==> src/rtl/wb_arbiter.sv <==
// Write-back arbiter: shares the register-file write port between the load-return
// path (priority) and a small FIFO of ALU results, with a bounded load run.
module wb_arbiter #(
   parameter int DATA_W       = 32,
   parameter int ADDR_W       = 5,
   parameter int ALU_DEPTH    = 2,
   parameter int MAX_LOAD_RUN = 4
) (
   input  logic                             clk,
   input  logic                             rst,
   input  logic                             alu_valid,
   output logic                             alu_ready,
   input  logic [ADDR_W-1:0]                alu_waddr,
   input  logic [DATA_W-1:0]                alu_wdata,
   input  logic                             ld_valid,
   output logic                             ld_ready,
   input  logic [ADDR_W-1:0]                ld_waddr,
   input  logic [DATA_W-1:0]                ld_wdata,
   output logic                             rf_we,
   output logic [ADDR_W-1:0]                rf_waddr,
   output logic [DATA_W-1:0]                rf_wdata,
   output logic                             wd_sel,
   output logic [$clog2(ALU_DEPTH+1)-1:0]   alu_count
);

   localparam int CNT_W = $clog2(ALU_DEPTH + 1);
   localparam int PTR_W = (ALU_DEPTH > 1) ? $clog2(ALU_DEPTH) : 1;
   localparam int RUN_W = $clog2(MAX_LOAD_RUN + 1);
   localparam logic [CNT_W-1:0] FULL_C     = CNT_W'(ALU_DEPTH);
   localparam logic [RUN_W-1:0] RUN_MAX_C  = RUN_W'(MAX_LOAD_RUN);
   localparam logic [PTR_W-1:0] PTR_LAST_C = PTR_W'(ALU_DEPTH - 1);

   logic [ADDR_W-1:0] fifo_addr_q [ALU_DEPTH];
   logic [DATA_W-1:0] fifo_data_q [ALU_DEPTH];

   logic [PTR_W-1:0]  wr_ptr_q, wr_ptr_d;
   logic [PTR_W-1:0]  rd_ptr_q, rd_ptr_d;
   logic [CNT_W-1:0]  count_q, count_d;
   logic [RUN_W-1:0]  run_q, run_d;
   logic              we_q, we_d;
   logic [ADDR_W-1:0] waddr_q, waddr_d;
   logic [DATA_W-1:0] wdata_q, wdata_d;
   logic              sel_q, sel_d;

   logic fifo_empty;
   logic push;
   logic ld_grant;
   logic alu_grant;

   // Readies depend only on registered state, so there is no valid->ready path.
   always_comb begin
      fifo_empty = (count_q == '0);
      alu_ready  = (count_q != FULL_C);
      ld_ready   = !(!fifo_empty && (run_q == RUN_MAX_C));
      ld_grant   = ld_valid && ld_ready;
      alu_grant  = !ld_grant && !fifo_empty;
      push       = alu_valid && alu_ready;
   end

   always_comb begin
      wr_ptr_d = wr_ptr_q;
      rd_ptr_d = rd_ptr_q;
      count_d  = count_q;
      run_d    = '0;
      we_d     = 1'b0;
      waddr_d  = waddr_q;
      wdata_d  = wdata_q;
      sel_d    = sel_q;

      if (push) begin
         wr_ptr_d = (wr_ptr_q == PTR_LAST_C) ? '0 : wr_ptr_q + 1'b1;
      end
      if (alu_grant) begin
         rd_ptr_d = (rd_ptr_q == PTR_LAST_C) ? '0 : rd_ptr_q + 1'b1;
      end

      case ({push, alu_grant})
         2'b10:   count_d = count_q + 1'b1;
         2'b01:   count_d = count_q - 1'b1;
         default: count_d = count_q;
      endcase

      // The run only accumulates while ALU work is waiting; every other case clears it.
      if (ld_grant && !fifo_empty) begin
         run_d = (run_q == RUN_MAX_C) ? run_q : run_q + 1'b1;
      end

      if (ld_grant) begin
         we_d    = (ld_waddr != '0);
         waddr_d = ld_waddr;
         wdata_d = ld_wdata;
         sel_d   = 1'b1;
      end else if (alu_grant) begin
         we_d    = (fifo_addr_q[rd_ptr_q] != '0);
         waddr_d = fifo_addr_q[rd_ptr_q];
         wdata_d = fifo_data_q[rd_ptr_q];
         sel_d   = 1'b0;
      end
   end

   // Storage needs no reset: occupancy alone decides which entries are live.
   always_ff @(posedge clk) begin
      if (push) begin
         fifo_addr_q[wr_ptr_q] <= alu_waddr;
         fifo_data_q[wr_ptr_q] <= alu_wdata;
      end
   end

   always_ff @(posedge clk or posedge rst) begin
      if (rst) begin
         wr_ptr_q <= '0;
         rd_ptr_q <= '0;
         count_q  <= '0;
         run_q    <= '0;
         we_q     <= 1'b0;
         waddr_q  <= '0;
         wdata_q  <= '0;
         sel_q    <= 1'b0;
      end else begin
         wr_ptr_q <= wr_ptr_d;
         rd_ptr_q <= rd_ptr_d;
         count_q  <= count_d;
         run_q    <= run_d;
         we_q     <= we_d;
         waddr_q  <= waddr_d;
         wdata_q  <= wdata_d;
         sel_q    <= sel_d;
      end
   end

   assign rf_we     = we_q;
   assign rf_waddr  = waddr_q;
   assign rf_wdata  = wdata_q;
   assign wd_sel    = sel_q;
   assign alu_count = count_q;

endmodule

==> config.mk <==
export PLATFORM = sky130hd
export DESIGN_NAME = wb_arbiter
export DESIGN_NICKNAME = d
export VERILOG_FILES = /design/src/rtl/wb_arbiter.sv
export SDC_FILE = /design/constraint.sdc
export NUM_CORES = 1
export LEC_CHECK = 0
export BUFFER_PORTS_ARGS = -buffer_cell sky130_fd_sc_hd__buf_2
export CAP_MARGIN = 20
export CORE_MARGIN = 2
export CORE_UTILIZATION = 40
export CTS_CLUSTER_DIAMETER = 120
export DETAILED_ROUTE_END_ITERATION = 7
export GPL_TIMING_DRIVEN = 0
export PLACE_DENSITY_LB_ADDON = 0.15
export RECOVER_POWER = 100
export REMOVE_ABC_BUFFERS = 1
export SYNTH_ARGS = -nofsm -noshare
export SYNTH_HDL_FRONTEND = slang
export SYNTH_SLANG_ARGS = --single-unit
==> constraint.sdc <==
create_clock -name clk -period 3.6 [get_ports clk]
set_input_delay 0.9 -clock clk [delete_from_list [all_inputs] [get_ports clk]]
set_output_delay 0.9 -clock clk [all_outputs]
set_load 0.01 [all_outputs]
==> impl_metrics.toml, run 1 <==
[outcome]
status = "complete, but fails checks"
violations = "max-capacitance violations, max-slew violations"

[clock_network]
insertion_delay_ns = 0.41
cts_tree = "built"
hold_buffers = 0
cts_buffer_depth = 2
htreeDepth = 4
cts-buffers-inserted = 17
clk_pin_slew_worst_paths_ns = 0.05
clock-sinks = 120
cts-root-buf = "clkbuf_16"
ctsResizeCount = 0
cts_setup_buffers = 0

[synthesis]
synth_cell_types = 27
synth.top_cell.area_share_pct = 47.4
syn_inst = 292
synth_area_um2 = 4690
synth_area_leaders = "edfxtp_1 47%, dfrtp_1 25%, mux2i_1 7.9%, a221o_1 7.7%, nor3_1 4.3%"
syn_avg_cell_area_um2 = 16.1
ys_ff_latch = 120
yosysSeqAreaShare_pct = 71.9
synth_largest_area_cell = "edfxtp_1"
yosysWarnings = 0

[placed_design]
hpwlAfterDp_um = 6590
place_ws_ns = 1.01
io_buffers = 120
gp_congestion = 0.708
placed_cell_area_um2 = 5510

[sta]
report.final.hold_viol_count = 0
period_needed_ns = 2.52
tightestPinTransition_ns = 1.61
maxSlewHeadroom_pct = -7.54
period_share_pct = 70.1
finalSetupTns_ns = 0
rsz0062_at_grt = "false"
fin_ws_ns = 1.08
clock_skew_ns = 0.0105
slew_viol_final = 40
fmax_mhz = 397
setup_viol = 0

[floorplan]
die_w_um = 112
die_h_um = 112
dieArea_um2 = 12600
pin_count = 121
initial_core_util_pct = 41.1
num_rows = 39
coreArea_um2 = 11400

[final_layout]
antenna_cells = 0
nNetsFinal = 498
syn_to_final_growth_pct = 28.5
layout-drive-gt1-share_pct = 23.3
fin_area_um2 = 6030
fillers = 998

[hold_path]
hp-class = "reg2reg"
holdPathStages = 1
holdPathEnd = "run_q[0]$_DFFE_PP0P_"
min_from = "run_q[0]$_DFFE_PP0P_"

[grt]
grt_max_degree = 40
grt_pass1_vias = 3142
grt_usage_pct = 16.6
grt_overflow = 0
grt_pass1_wl_um = 15900
antenna_found_initial = 0

[power_and_ir_drop]
p_per_area_nw_per_um2 = 850
leakagePower_uw = 0.00241
ir_drop_mv = 0.386
power_uw = 5120

[setup_path]
crit_required_ns = 3.94
cp-end-kind = "register"
critPathKind = "reg2reg"
critPathMaxFanout = 39
start_kind = "register"
reg2regPathDepth = 5
rrSetupSlack_ns = 1.08
r2r_end = "rf_wdata[7]$_DFFE_PP0P_"
timing.rr.start = "run_q[0]$_DFFE_PP0P_"
cp.arrival_ns = 2.86

[route]
routed_via_density = 5.17
wire_per_inst_um = 17.5
routed_wl_um = 10000
drc = 0
vias = 2960
ant_nets = 0
drtIter0Drc = 117
dr.pass1.iters = 4

[job]
max_cap_viol_count = 1
-- synthesized netlist by cell type --
library cell	number
xor2_1	2
nand3b_1	1
edfxtp_1	74
a221o_1	36
dfrtp_1	46
nor3_1	40
a32o_1	1
buf_4	3
xnor2_1	4
mux2i_1	37
buf_2	11
nor4_1	2
and3_1	2
a21boi_4	1
ha_1	3
a211oi_1	1
a211o_1	1
buf_6	2
and2_4	1
nand2_1	6
nand2b_1	1
o211ai_2	1
nor2_4	1
clkbuf_1	4
nor2_1	7
or2_2	1
inv_1	3
-- state kept, by name, indices dropped and copies added, names as in the netlist --
register     cells
alu_count        2
rf_wdata        32
rf_waddr         5
run_q            3
rf_we            1
fifo_data_q     64
rd_ptr_q         1
wd_sel           1
fifo_addr_q     10
wr_ptr_q         1
-- routing by layer --
| metal | wire length [µm] | global-route usage, % | part of all wire, % | vias to the layer above |
|---|---|---|---|---|
| met5 | 0 | 0 | 0 | - |
| met4 | 123 | 6.83 | 1.2 | 0 |
| met1 | 4450 | 20.1 | 44 | 1459 |
| met2 | 4850 | 27.2 | 48 | 86 |
| met3 | 598 | 5.78 | 6.0 | 9 |
| li1 | - | - | - | 1406 |
-- cells in the final DEF (no fill, tap or decap), drive strengths merged, types with 2 or more instances in the layout --
cell type / instances
dfrtp: 46
inv: 3
mux2i: 37
bufinv: 3
a221o: 36
nor4: 2
nor3: 40
buf: 66
edfxtp: 74
xnor2: 4
nor2: 8
clkinv: 4
ha: 3
and3: 2
clkbuf: 84
xor2: 2
nand2: 6
-- per-stage QoR --
stage / util (%) / hold WS, ns / instances
after global placement: 46.9 / 0.459 / 535
final: 52.8 / 0.480 / 573
after detailed placement: 48.2 / 0.467 / 541
after floorplan: - / 0.440 / 272
after CTS: 53.6 / 0.480 / 573
after global routing: 52.8 / 0.504 / 573
-- cell type report --
cell class	instances	area (µm²)	share of cell area (%)
multi-input combinational	149	1190	19.8
clock buffer	24	492	8.16
tap	143	179	2.97
sequential	120	3370	56.0
inverter	3	11.3	0.187
clock inverter	8	118	1.95
timing repair buffer	126	661	11.0
-- worst max-delay path, cell delays in order, from the launching register on --
cell,delay (ns)
dfrtp_1,0.37
inv_1,0.06
ha_1,0.24
o211ai_1,0.18
and2_1,1.27
a221o_1,0.32
-- cells by family after synthesis --
logic type / Yosys count / share of synthesized area, %
flops: 120 / 71.9
buf+inv: 23 / 2.69
mux: 37 / 7.89
compound gates: 41 / 8.91
xor+xnor: 6 / 1.12
simple gates: 62 / 6.69
fa+ha+maj: 3 / 0.800
-- worst max path at each step --
stage,from,depth (start not counted),to,slack (ns)
2_1_floorplan,alu_valid,2,fifo_addr_q[0][0]$_DFFE_PP_,0.61
3_3_place_gp,alu_count[0]$_DFFE_PP0P_,5,alu_count[1]$_DFFE_PP0P_,-0.59
3_5_place_dp,ld_valid,6,alu_count[1]$_DFFE_PP0P_,1.01
4_1_cts,run_q[0]$_DFFE_PP0P_,4,ld_ready,1.26
5_1_grt,alu_count[0]$_DFFE_PP0P_,4,fifo_data_q[0][15]$_DFFE_PP_,0.89
6_report,run_q[0]$_DFFE_PP0P_,5,rf_wdata[7]$_DFFE_PP0P_,1.08
-- report_power, final --
part           total [µW]  switching, µW  internal (µW)
Sequential           2120            229           1890
Clock                1730            570           1160
Combinational        1280            715            561
Power figures use the tool's default switching activity.
==> run 2: changes to the inputs <==
==> constraint.sdc (replaced) <==
create_clock -name clk -period 2.25 [get_ports clk]
set_input_delay 0.5625 -clock clk [delete_from_list [all_inputs] [get_ports clk]]
set_output_delay 0.5625 -clock clk [all_outputs]
set_load 0.01 [all_outputs]
==> impl_metrics.toml, run 2 (same netlist as run 1, synthesis figures left out) <==
[clock_network]
clk_pin_slew_worst_paths_ns = 0.05
clock-sinks = 120
cts-root-buf = "clkbuf_16"
cts_buffer_depth = 2
insertion_delay_ns = 0.41
ctsResizeCount = 0
htreeDepth = 4
cts_tree = "built"
cts_setup_buffers = 0
cts-buffers-inserted = 17
hold_buffers = 0

[route]
routed_wl_um = 10000
wire_per_inst_um = 17.5
vias = 2963
drc = 0
routed_via_density = 5.15
ant_nets = 0
drtIter0Drc = 116
dr.pass1.iters = 4

[grt]
grt_overflow = 0
antenna_found_initial = 0
grt_usage_pct = 16.6
grt_pass1_vias = 3142
grt_max_degree = 40
grt_pass1_wl_um = 15900

[setup_path]
start_kind = "register"
crit_start = "run_q[0]$_DFFE_PP0P_"
rrSetupSlack_ns = 0.25
r2r_end = "fifo_data_q[1][21]$_DFFE_PP_"
critPathKind = "reg2out"
timing.rr.start = "alu_count[0]$_DFFE_PP0P_"
crit_required_ns = 1.69
cp.arrival_ns = 1.45
critPathMaxFanout = 4
cp-end-kind = "output pin"
reg2regPathDepth = 3

[power_and_ir_drop]
pwr-share-clk_pct = 33.6
pwr-share-seq_pct = 41.4
internal-power_uw = 5780
power_uw = 8210
switchingPower_uw = 2430
leakagePower_uw = 0.00241
p_comb_share_pct = 25.0
ir_drop_mv = 0.593
p_sw_share_pct = 29.6
p_per_area_nw_per_um2 = 1360

[floorplan]
pin_count = 121
die_w_um = 112
die_h_um = 112
coreArea_um2 = 11400
dieArea_um2 = 12600
num_rows = 39
initial_core_util_pct = 41.1

[sta]
clock_skew_ns = 0.0101
period_needed_ns = 2.01
fin_ws_ns = 0.241
report.final.hold_viol_count = 0
fmax_mhz = 498
fin_hold_ws_ns = 0.333
rsz0062_at_grt = "false"
maxSlewHeadroom_pct = 37.6
setup_viol = 0
period_share_pct = 89.3
slew_viol_final = 0
tightestPinTransition_ns = 0.934

[job]
max_cap_viol_count = 0

[placed_design]
hpwlAfterDp_um = 6590
gp_congestion = 0.708
dp.cells = 541
place_ws_ns = -0.00477
io_buffers = 120

[final_layout]
largest_reg_flops = 64
antenna_cells = 0
nNetsFinal = 500
finish.utilization_pct = 52.9
syn_to_final_growth_pct = 28.6
fin_cells = 575
layout-drive-gt1-share_pct = 24.1
top_register = "fifo_data_q"
final_cell_mix = "74 x edfxtp_1, 63 x clkbuf_1, 60 x buf_2, 45 x dfrtp_1, 40 x nor3_1"
layout_commonest_cell = "edfxtp_1"

[outcome]
status = "completed"

[hold_path]
hp-class = "in2async"
## run 2: cell types whose count changed in the layout (fill, tap and decap cells not counted), sizes merged
cell,previous run,this run
buf,66,67
clkbuf,84,85
## run 2: how the worst max path moves through the flow
| stage | to | slack [ns] | depth (start not counted) |
|---|---|---|---|
| after detailed placement | alu_count[1]$_DFFE_PP0P_ | -0.005 | 6 |
| after global placement | alu_count[1]$_DFFE_PP0P_ | -1.94 | 5 |
| after CTS | alu_count[1]$_DFFE_PP0P_ | 0.05 | 7 |
| after floorplan | fifo_addr_q[0][0]$_DFFE_PP_ | -0.60 | 3 |
| final | ld_ready | 0.24 | 4 |
| after global routing | fifo_data_q[1][16]$_DFFE_PP_ | 0.11 | 3 |
## run 2: layout make-up
type | instances | area [µm²]
multi-input cells | 149 | 1200
clock buffers | 24 | 492
repair buffers | 128 | 661
well taps | 143 | 179
flip-flops and latches | 120 | 3370
clock inverters | 8 | 118
inverters | 3 | 11.3
fillers | 996 | 5380
## run 2: layer usage
metal	wire length, µm	track usage [%]
met1	4450	20.1
met2	4870	27.2
met3	597	5.78
met4	123	6.83
met5	0	0
## run 2: power by group through the flow
stage	sequential (µW)	combinational, µW	clock (µW)
2_1_floorplan	3570	1110	0
3_3_place_gp	3520	1930	0
3_5_place_dp	3430	2180	0
4_1_cts	3400	2190	2800
5_1_grt	3470	2260	2900
6_report	3400	2050	2760
## run 2: worst max-delay path: stages, from the launching register on
cell and delay (ns):
dfrtp_1 0.37, inv_1 0.06, ha_1 0.24, o211ai_1 0.18
clkbuf_1 0.19
## run 2: stage by stage
step	setup TNS [ns]	instance area [µm²]
3_5_place_dp	-0.00477	5510
6_report	0	6040
2_1_floorplan	-27.88	4580
5_1_grt	0	6040
4_1_cts	0	6120
3_3_place_gp	-137.12	5360
==> run 3: changes to the inputs <==
==> constraint.sdc (replaced) <==
create_clock -name clk -period 2.1 [get_ports clk]
set_input_delay 0.525 -clock clk [delete_from_list [all_inputs] [get_ports clk]]
set_output_delay 0.525 -clock clk [all_outputs]
set_load 0.01 [all_outputs]
==> impl_metrics.toml, run 3 (same netlist as run 1, synthesis figures left out) <==
[outcome]
status = "completed"

[final_layout]
nNetsFinal = 500
top_register = "fifo_data_q"
layout-drive-gt1-share_pct = 24.8
fin_area_um2 = 6040
final_cell_mix = "74 x edfxtp_1, 63 x clkbuf_1, 60 x buf_2, 45 x dfrtp_1, 40 x nor3_1"
largest_reg_flops = 64
layout_commonest_cell = "edfxtp_1"
finish.utilization_pct = 52.9
syn_to_final_growth_pct = 28.6
antenna_cells = 0

[route]
routed_wl_um = 10000
routed_via_density = 5.16
ant_nets = 0
drtIter0Drc = 120
dr.pass1.iters = 4
vias = 2965
drc = 0
wire_per_inst_um = 17.4

[sta]
fmax_mhz = 504
slew_viol_final = 0
period_needed_ns = 1.98
maxSlewHeadroom_pct = 37.1
rsz0062_at_grt = "false"
tightestPinTransition_ns = 0.942
report.final.hold_viol_count = 0
setup_viol = 0
period_share_pct = 94.4
clock_skew_ns = 0.0105

[setup_path]
cp-end-kind = "register"
crit_required_ns = 2.44
worstPathCellList = "or2_2, nor2_4, a221o_1"
start_kind = "register"
critPathBufInv = 0
cp.arrival_ns = 2.32
crit_start = "alu_count[0]$_DFFE_PP0P_"
worst-path-stages = 3
timing.rr.start = "alu_count[0]$_DFFE_PP0P_"
cp_top_family = "simple AND/OR/NAND/NOR gates"
slowest_stage = "nor2_4"
rrSetupSlack_ns = 0.12
reg2regPathDepth = 3
slowest_delay_ns = 0.73
r2r_end = "rf_wdata[7]$_DFFE_PP0P_"
critPathKind = "reg2reg"
crit_path_end = "rf_wdata[7]$_DFFE_PP0P_"
critPathMaxFanout = 36

[floorplan]
dieArea_um2 = 12600
coreArea_um2 = 11400
die_h_um = 112
initial_core_util_pct = 41.1
num_rows = 39
die_w_um = 112
pin_count = 121

[hold_path]
hp-class = "in2async"

[clock_network]
htreeDepth = 4
clock-sinks = 120
cts-buffers-inserted = 17
cts_buffer_depth = 2
insertion_delay_ns = 0.41
cts-root-buf = "clkbuf_16"
cts_tree = "built"
clk_pin_slew_worst_paths_ns = 0.05

[power_and_ir_drop]
p_sw_share_pct = 29.7
ir_drop_mv = 0.638
switchingPower_uw = 2610
p_per_area_nw_per_um2 = 1460
leakagePower_uw = 0.00241
p_comb_share_pct = 24.9
internal-power_uw = 6180
pwr-share-seq_pct = 41.4
pwr-share-clk_pct = 33.7

[job]
max_cap_viol_count = 0

[placed_design]
io_buffers = 120
gp_congestion = 0.708
hpwlAfterDp_um = 6590
placed_cell_area_um2 = 5510

[grt]
antenna_found_initial = 0
grt_usage_pct = 16.6
grt_pass1_wl_um = 16000
grt_max_degree = 40
grt_overflow = 0
grt_pass1_vias = 3150
==> run 3: timing repair <==
action | 4_1_cts | 5_1_grt
buffers inserted | 2 | 0
resized for setup | 0 | 1
pin swaps | 1 | 1
endpoints found under the setup margin | 1 | 1
hold buffers | 0 | 0
==> run 3: area by class of cell <==
class                   instances  area, µm²
well taps                     143        179
repair buffers                128        652
clock inverters                 8        118
multi-input cells             149       1210
flip-flops and latches        120       3370
inverters                       3       11.3
clock buffers                  24        492
fillers                       999       5380
==> run 3: how the worst min path moves through the flow <==
stage | from | end | slack, ns | depth (start not counted)
floorplan | run_q[0]$_DFFE_PP0P_ | run_q[0]$_DFFE_PP0P_ | 0.44 | 1
global placement | run_q[0]$_DFFE_PP0P_ | run_q[0]$_DFFE_PP0P_ | 0.46 | 1
detailed placement | wd_sel$_DFFE_PP0P_ | wd_sel$_DFFE_PP0P_ | 0.47 | 2
CTS | rst | rf_wdata[10]$_DFFE_PP0P_ | 0.15 | 2
global route | alu_wdata[26] | fifo_data_q[1][26]$_DFFE_PP_ | 0.29 | 1
finish | rst | rf_wdata[10]$_DFFE_PP0P_ | 0.30 | 2
==> run 3: layer usage <==
layer | wire, µm | vias to the layer above | track usage, %
met5 | 0 | - | 0
met4 | 123 | 0 | 6.83
met2 | 4850 | 88 | 27.3
met1 | 4450 | 1459 | 20.2
met3 | 601 | 9 | 5.78
li1 | - | 1409 | -
==> run 3: power groups by stage <==
stage	Clock, µW	Combinational [µW]	Sequential, µW
global placement	0	2060	3770
finish	2960	2190	3640
global route	3110	2410	3720
detailed placement	0	2330	3680
CTS	3000	2350	3640
floorplan	0	1190	3830
==> run 3: metrics by stage <==
step	TNS, ns	power, µW	std cells	worst slack (ns)	hold slack, ns
floorplan	-39.54	5020	272	-0.748	0.440
global route	0	9240	575	0.0118	0.292
global placement	-159.99	5830	535	-2.09	0.459
finish	0	8790	575	0.117	0.299
CTS	0	8990	575	0.0874	0.150
detailed placement	-0.119	6010	541	-0.117	0.467
